===== src/rtl/mcs_trace_capture_if.sv =====
// Trace-capture bus bundle: MCS retired-instruction trace inputs plus the
// valid/ready readout port of the frozen capture buffer.
interface mcs_trace_capture_if;
    logic        tr_valid_instr;
    logic [31:0] tr_pc;
    logic [31:0] tr_instruction;
    logic        tr_halted;
    logic        rd_valid;
    logic        rd_ready;
    logic [31:0] rd_pc;
    logic [31:0] rd_instr;
    logic        rd_last;

    // Environment side: drives the trace bus and accepts readout records.
    modport master (
        output tr_valid_instr, tr_pc, tr_instruction, tr_halted, rd_ready,
        input  rd_valid, rd_pc, rd_instr, rd_last
    );

    // Capture block side.
    modport slave (
        input  tr_valid_instr, tr_pc, tr_instruction, tr_halted, rd_ready,
        output rd_valid, rd_pc, rd_instr, rd_last
    );
endinterface


===== src/rtl/mcs_trace_capture.sv =====
// MicroBlaze MCS trace capture: circular buffer of {pc, instr} records with a
// PC-match trigger, programmable post-trigger depth and oldest-first readout.
module mcs_trace_capture #(
    parameter int AW        = 4,
    parameter int POST_TRIG = 4
) (
    input  logic                 clk,
    input  logic                 reset,
    input  logic                 arm,
    input  logic [31:0]          trig_pc,
    mcs_trace_capture_if.slave   bus,
    output logic                 busy,
    output logic                 triggered,
    output logic                 done,
    output logic [AW:0]          level
);
    localparam int DEPTH = 1 << AW;
    localparam logic [AW:0]   DEPTH_L = (AW+1)'(DEPTH);
    localparam logic [AW-1:0] POST_L  = AW'(POST_TRIG);

    typedef enum logic [1:0] {ST_IDLE, ST_PRE, ST_POST, ST_DONE} state_t;

    state_t          state_r, state_s;
    logic [AW-1:0]   wr_ptr_r, wr_ptr_s;
    logic [AW:0]     level_r, level_s;
    logic [AW-1:0]   rem_r, rem_s;
    logic            trig_r, trig_s;
    logic [31:0]     trig_pc_r, trig_pc_s;
    logic            wr_en_s;
    logic [63:0]     mem_r [DEPTH];
    logic [AW-1:0]   rd_ptr_s;
    logic [63:0]     rd_rec_s;
    logic            rd_valid_s;

    // Next-state, pointer, level and trigger bookkeeping.
    always_comb begin
        state_s   = state_r;
        wr_ptr_s  = wr_ptr_r;
        level_s   = level_r;
        rem_s     = rem_r;
        trig_s    = trig_r;
        trig_pc_s = trig_pc_r;
        wr_en_s   = 1'b0;
        if (arm) begin
            // arm wins over everything, including a trace write this cycle
            state_s   = ST_PRE;
            wr_ptr_s  = {AW{1'b0}};
            level_s   = {(AW+1){1'b0}};
            trig_s    = 1'b0;
            trig_pc_s = trig_pc;
        end else begin
            case (state_r)
                ST_PRE, ST_POST: begin
                    if (bus.tr_valid_instr) begin
                        wr_en_s  = 1'b1;
                        wr_ptr_s = wr_ptr_r + AW'(1);
                        if (level_r == DEPTH_L) begin
                            level_s = level_r;
                        end else begin
                            level_s = level_r + (AW+1)'(1);
                        end
                        if (state_r == ST_POST) begin
                            rem_s = rem_r - AW'(1);
                            if (rem_r == AW'(1)) begin
                                state_s = ST_DONE;
                            end else begin
                                state_s = ST_POST;
                            end
                        end else if (bus.tr_pc == trig_pc_r) begin
                            trig_s = 1'b1;
                            if (POST_L == {AW{1'b0}}) begin
                                state_s = ST_DONE;
                            end else begin
                                rem_s   = POST_L;
                                state_s = ST_POST;
                            end
                        end else begin
                            state_s = state_r;
                        end
                    end else begin
                        wr_en_s = 1'b0;
                    end
                    // halt freezes the buffer; the write above still lands
                    if (bus.tr_halted) begin
                        state_s = ST_DONE;
                    end else begin
                        wr_en_s = wr_en_s;
                    end
                end
                ST_DONE: begin
                    if (level_r == {(AW+1){1'b0}}) begin
                        state_s = ST_IDLE;
                        trig_s  = 1'b0;
                    end else if (bus.rd_ready) begin
                        level_s = level_r - (AW+1)'(1);
                        if (level_r == (AW+1)'(1)) begin
                            state_s = ST_IDLE;
                            trig_s  = 1'b0;
                        end else begin
                            state_s = ST_DONE;
                        end
                    end else begin
                        state_s = ST_DONE;
                    end
                end
                default: begin
                    state_s = ST_IDLE;
                end
            endcase
        end
    end

    // State and bookkeeping registers with synchronous reset.
    always_ff @(posedge clk) begin
        if (reset) begin
            state_r   <= ST_IDLE;
            wr_ptr_r  <= {AW{1'b0}};
            level_r   <= {(AW+1){1'b0}};
            rem_r     <= {AW{1'b0}};
            trig_r    <= 1'b0;
            trig_pc_r <= 32'd0;
        end else begin
            state_r   <= state_s;
            wr_ptr_r  <= wr_ptr_s;
            level_r   <= level_s;
            rem_r     <= rem_s;
            trig_r    <= trig_s;
            trig_pc_r <= trig_pc_s;
        end
    end

    // Trace record storage; contents are only meaningful below level.
    always_ff @(posedge clk) begin
        if (wr_en_s && !reset) begin
            mem_r[wr_ptr_r] <= {bus.tr_pc, bus.tr_instruction};
        end
    end

    // Oldest valid entry sits level entries behind the write pointer.
    assign rd_ptr_s   = wr_ptr_r - level_r[AW-1:0];
    assign rd_rec_s   = mem_r[rd_ptr_s];
    assign rd_valid_s = (state_r == ST_DONE) && (level_r != {(AW+1){1'b0}});

    assign busy         = (state_r == ST_PRE) || (state_r == ST_POST);
    assign done         = (state_r == ST_DONE);
    assign triggered    = trig_r;
    assign level        = level_r;
    assign bus.rd_valid = rd_valid_s;
    assign bus.rd_last  = rd_valid_s && (level_r == (AW+1)'(1));
    assign bus.rd_pc    = rd_valid_s ? rd_rec_s[63:32] : 32'd0;
    assign bus.rd_instr = rd_valid_s ? rd_rec_s[31:0]  : 32'd0;
endmodule

===== src/flat_wrapper.sv =====
// flat-port wrapper written by rule: the top's interface ports become plain ports
module mcs_trace_capture_flat 
#(
    parameter int AW        = 4,
    parameter int POST_TRIG = 4
)
  (clk, reset, arm, trig_pc, busy, triggered, done, level, bus_tr_valid_instr, bus_tr_pc, bus_tr_instruction, bus_tr_halted, bus_rd_ready, bus_rd_valid, bus_rd_pc, bus_rd_instr, bus_rd_last);
  mcs_trace_capture_if bus_i ();
  input  logic clk;
  input  logic reset;
  input  logic arm;
  input  logic [31:0] trig_pc;
  output logic busy;
  output logic triggered;
  output logic done;
  output logic [AW:0] level;
  input wire logic [$bits(bus_i.tr_valid_instr)-1:0] bus_tr_valid_instr;
  input wire logic [$bits(bus_i.tr_pc)-1:0] bus_tr_pc;
  input wire logic [$bits(bus_i.tr_instruction)-1:0] bus_tr_instruction;
  input wire logic [$bits(bus_i.tr_halted)-1:0] bus_tr_halted;
  input wire logic [$bits(bus_i.rd_ready)-1:0] bus_rd_ready;
  output wire logic [$bits(bus_i.rd_valid)-1:0] bus_rd_valid;
  output wire logic [$bits(bus_i.rd_pc)-1:0] bus_rd_pc;
  output wire logic [$bits(bus_i.rd_instr)-1:0] bus_rd_instr;
  output wire logic [$bits(bus_i.rd_last)-1:0] bus_rd_last;
  assign bus_i.tr_valid_instr = bus_tr_valid_instr;
  assign bus_i.tr_pc = bus_tr_pc;
  assign bus_i.tr_instruction = bus_tr_instruction;
  assign bus_i.tr_halted = bus_tr_halted;
  assign bus_i.rd_ready = bus_rd_ready;
  assign bus_rd_valid = bus_i.rd_valid;
  assign bus_rd_pc = bus_i.rd_pc;
  assign bus_rd_instr = bus_i.rd_instr;
  assign bus_rd_last = bus_i.rd_last;
  mcs_trace_capture #(.AW(AW), .POST_TRIG(POST_TRIG)) u_core (.clk(clk), .reset(reset), .arm(arm), .trig_pc(trig_pc), .bus(bus_i), .busy(busy), .triggered(triggered), .done(done), .level(level));
endmodule

===== config.mk =====
export PLATFORM = sky130hd
export DESIGN_NAME = mcs_trace_capture_flat
export DESIGN_NICKNAME = d
export VERILOG_FILES = /design/src/rtl/mcs_trace_capture_if.sv /design/src/rtl/mcs_trace_capture.sv /design/src/flat_wrapper.sv
export SDC_FILE = /design/constraint.sdc
export NUM_CORES = 1
export LEC_CHECK = 0
export BUFFER_PORTS_ARGS = -buffer_cell sky130_fd_sc_hd__buf_2
export CORE_MARGIN = 2
export CORE_UTILIZATION = 56
export DETAILED_ROUTE_END_ITERATION = 8
export GPL_TIMING_DRIVEN = 0
export PLACE_DENSITY = 0.73
export SYNTH_ARGS = -nofsm -noshare
export SYNTH_HDL_FRONTEND = slang
export SYNTH_SLANG_ARGS = --single-unit

===== constraint.sdc =====
create_clock -name clk -period 16.3 [get_ports clk]
set_input_delay 1.63 -clock clk [delete_from_list [all_inputs] [get_ports clk]]
set_output_delay 1.63 -clock clk [all_outputs]
set_load 0.01 [all_outputs]

==> impl_metrics.toml <==
[yosys]
synth_seq_area_share = 0.758
syn-cell-area_um2 = 41800
syn-num-nets = 2068
syn-instance-count = 1949
syn-mean-instance-area_um2 = 21.5
synth_warnings = 0
synth.distinct_cells = 45
yosys_register_bits = 1072

[cts]
clk_pin_slew_worst_paths_ps = 60
cts_hold_buf = 0
cts_buffers = 102
htreeDepth = 3
cts_root_buffer = "clkbuf_16"
cts_tree = "done"
clockBufferDepth = 3
cts_setup_buffers = 0
insertion_delay_ps = 660
clkSinkCount = 1072
ctsResizeCount = 0

[route]
via_count = 21100
drt-pass1-iter-count = 6
ant_nets = 0
drt_wl_total_um = 96000
drcViolationCount = 0
vias_per_cell = 6.31
drt_iter0_drc = 2513
avgRoutedWirePerCell_um = 28.7

[grt]
grt_overflow = 0
grt_util_met1 = 0.360
grt_max_degree = 27
grtUsageMet2 = 0.406
grtUsageMet3 = 0.0443
top_usage_layer = "met2"
grtUsageTotal = 0.253
grt_pass1_wl_um = 142000
antenna_found_initial = 1
grt_pass1_vias = 22000

[setup_path]
slowest_delay_ps = 660
cp-startpoint = "u_core.level[0]"
startpoint_type = "flip-flop"
crit_chain = "ha_1 -> inv_2 -> fa_1 -> buf_2 -> buf_2 -> buf_2 -> mux4_2 -> mux2i_1 -> a211oi_1 -> buf_2"
crit_required_ps = 14670
end_kind = "output port"
crit_family = "buffers and inverters"
cp_max_fo = 12
worstPathArrival_ps = 4560
crit_top_cell = "buf_2"
path_class = "reg -> out"
crit_slowest_cell = "fa_1"
crit_buf_inv = 5
rr_startpoint = "u_core.state_r[0]"

[final_layout]
fin_nets = 2403
instances_no_fill = 3340
drive_gt1_frac = 0.305
areaGrowthSynthToFinish_pct = 15.3

[floorplanning]
start_util = 0.564
dieHeight_um = 277
fp.dieW_um = 277
io_pins = 176
dieArea_um2 = 76900
rows = 100
core_um2 = 74200

[sta]
max_freq_mhz = 162
worstMarginPinSlew_ps = 943
setup_viol = 0
relSlewSlack = 0.368
drv_slew = 0
period_share = 0.380
hold_violations = 0
clock_skew_ps = 30.4
rsz0062_at_grt = "no"
tns_ps = 0
finalCriticalPeriod_ps = 6190

[placement]
place_inst = 3149
routabilityCongestion = 0.824
hpwl_um = 61800
io_buffers = 174

[worst_hold_path]
min_from = "u_core.triggered"
min_path_type = "reg -> reg"

[power_and_ir_drop]
powerDensity_nw_per_um2 = 119
p_leak_nw = 16.1
max-vdd-ir-drop_mv = 0.0780

[run_status]
status = "completed"

[flow_run]
drv_cap = 0
[final timing paths]
path | to | slack, ps | depth (start not counted)
max | bus_rd_pc[20] | 10110 | 10
min | u_core.triggered | 510 | 2
max reg2reg | u_core.mem_r[3][26] | 12700 | 10
min reg2reg | u_core.triggered | 510 | 2
[worst register-to-register path: stages (launching register included)]
cell,delay (ps)
dfxtp_1,370
inv_1,80
ha_1,430
nand2_1,230
nor2_1,300
nand2_1,290
nor3_2,780
buf_8,250
buf_6,190
buf_8,180
buf_6,190
[cell type report]
type	instances	area, µm²
Clock inverter	68	572
Timing Repair Buffer	231	1810
Buffer	113	618
Antenna cell	2	5.00
Tap cell	969	1210
Clock buffer	121	2710
Inverter	15	56.3
Multi-Input combinational cell	749	9550
Sequential cell	1072	31700
Fill cell	4792	26000
[cell usage after synthesis, drive strengths merged]
cell / count / area share
a21oi: 14 / 0.0017
buf: 64 / 0.010
a211oi: 128 / 0.023
or2: 3 / 0.00045
nand2b: 2 / 0.00030
and2: 64 / 0.0096
nor4b: 2 / 0.00057
nand3: 4 / 0.00048
ha: 16 / 0.0048
inv: 15 / 0.0013
edfxtp: 1024 / 0.74
clkbuf: 49 / 0.0044
a31oi: 1 / 0.00015
nor2: 56 / 0.0050
o2bb2ai: 1 / 0.00021
nor3: 10 / 0.0012
mux2i: 98 / 0.023
nand3b: 1 / 0.00018
nor4: 2 / 0.00060
a41oi: 1 / 0.00021
o21ai: 7 / 0.00084
a311oi: 1 / 0.00021
dfxtp: 48 / 0.023
a211o: 3 / 0.00069
or4bb: 1 / 0.00027
xor2: 3 / 0.00063
o211ai: 1 / 0.00030
o21a: 1 / 0.00018
xnor2: 39 / 0.0082
mux4: 256 / 0.14
or3: 2 / 0.00030
and3: 2 / 0.00030
a21o: 1 / 0.00018
nand4: 10 / 0.0015
nand2: 16 / 0.0014
or4b: 2 / 0.00066
fa: 1 / 0.00048
[layout by cell type (no fill, tap or decap), types with 3 or more instances in the layout]
master      count
a211oi_1      128
a21oi_1        14
and2_1         63
buf_1           8
buf_12         21
buf_16          6
buf_2         209
buf_4           5
buf_6          40
buf_8           6
bufinv_16       9
clkbuf_1       64
clkbuf_16     106
clkinv_1       24
clkinv_2       25
clkinvlp_4      4
dfxtp_1        48
edfxtp_1     1024
ha_1           16
inv_1          13
inv_6           3
mux2i_1        98
mux4_2        256
nand2_1        16
nand3_1         4
nand4_1        10
nor2_1         44
nor2_4         12
nor3_1          6
nor3_2          4
o21ai_0         6
or2_2           3
xnor2_1        39
xor2_1          3
[logic make-up after synthesis]
logic type      after synthesis  synth area share
simple gates                177            0.0228
fa+ha+maj                    17           0.00526
buf+inv                     128            0.0161
compound gates              159            0.0276
mux                         354             0.161
xor+xnor                     42           0.00879
flops                      1072             0.758
[stage by stage]
step                      total power [W]  hold WS [ps]  utilization  area [µm²]  setup WS (ps)
after floorplan                   0.00333           467            -       41800           8930
after global placement            0.00347           475        0.592       43900           4200
after detailed placement          0.00348           493        0.606       45000          10870
after CTS                         0.00577           507        0.650       48200          10060
after global routing              0.00590           528        0.650       48200           9960
final                             0.00574           507        0.650       48200          10110
[flip-flops by register name, indices dropped and copies added, names as in the netlist]
register	flops
u_core.level	5
u_core.mem_r	1024
u_core.rem_r	4
u_core.state_r	2
u_core.trig_pc_r	32
u_core.triggered	1
u_core.wr_ptr_r	4
[where the power goes]
| part | internal, W | switching, W | leakage, nW |
|---|---|---|---|
| Combinational | 0.000166 | 0.000230 | 4.84 |
| Sequential | 0.00302 | 0.00000495 | 9.60 |
| Clock | 0.00133 | 0.000996 | 1.61 |
| Total | 0.00451 | 0.00123 | 16.1 |
[layer usage]
layer,share of wire,up-vias
li1,-,8809
met1,0.40,11100
met2,0.49,1024
met3,0.080,157
met4,0.025,0
met5,0,-
(Power assumes the default switching activity.)
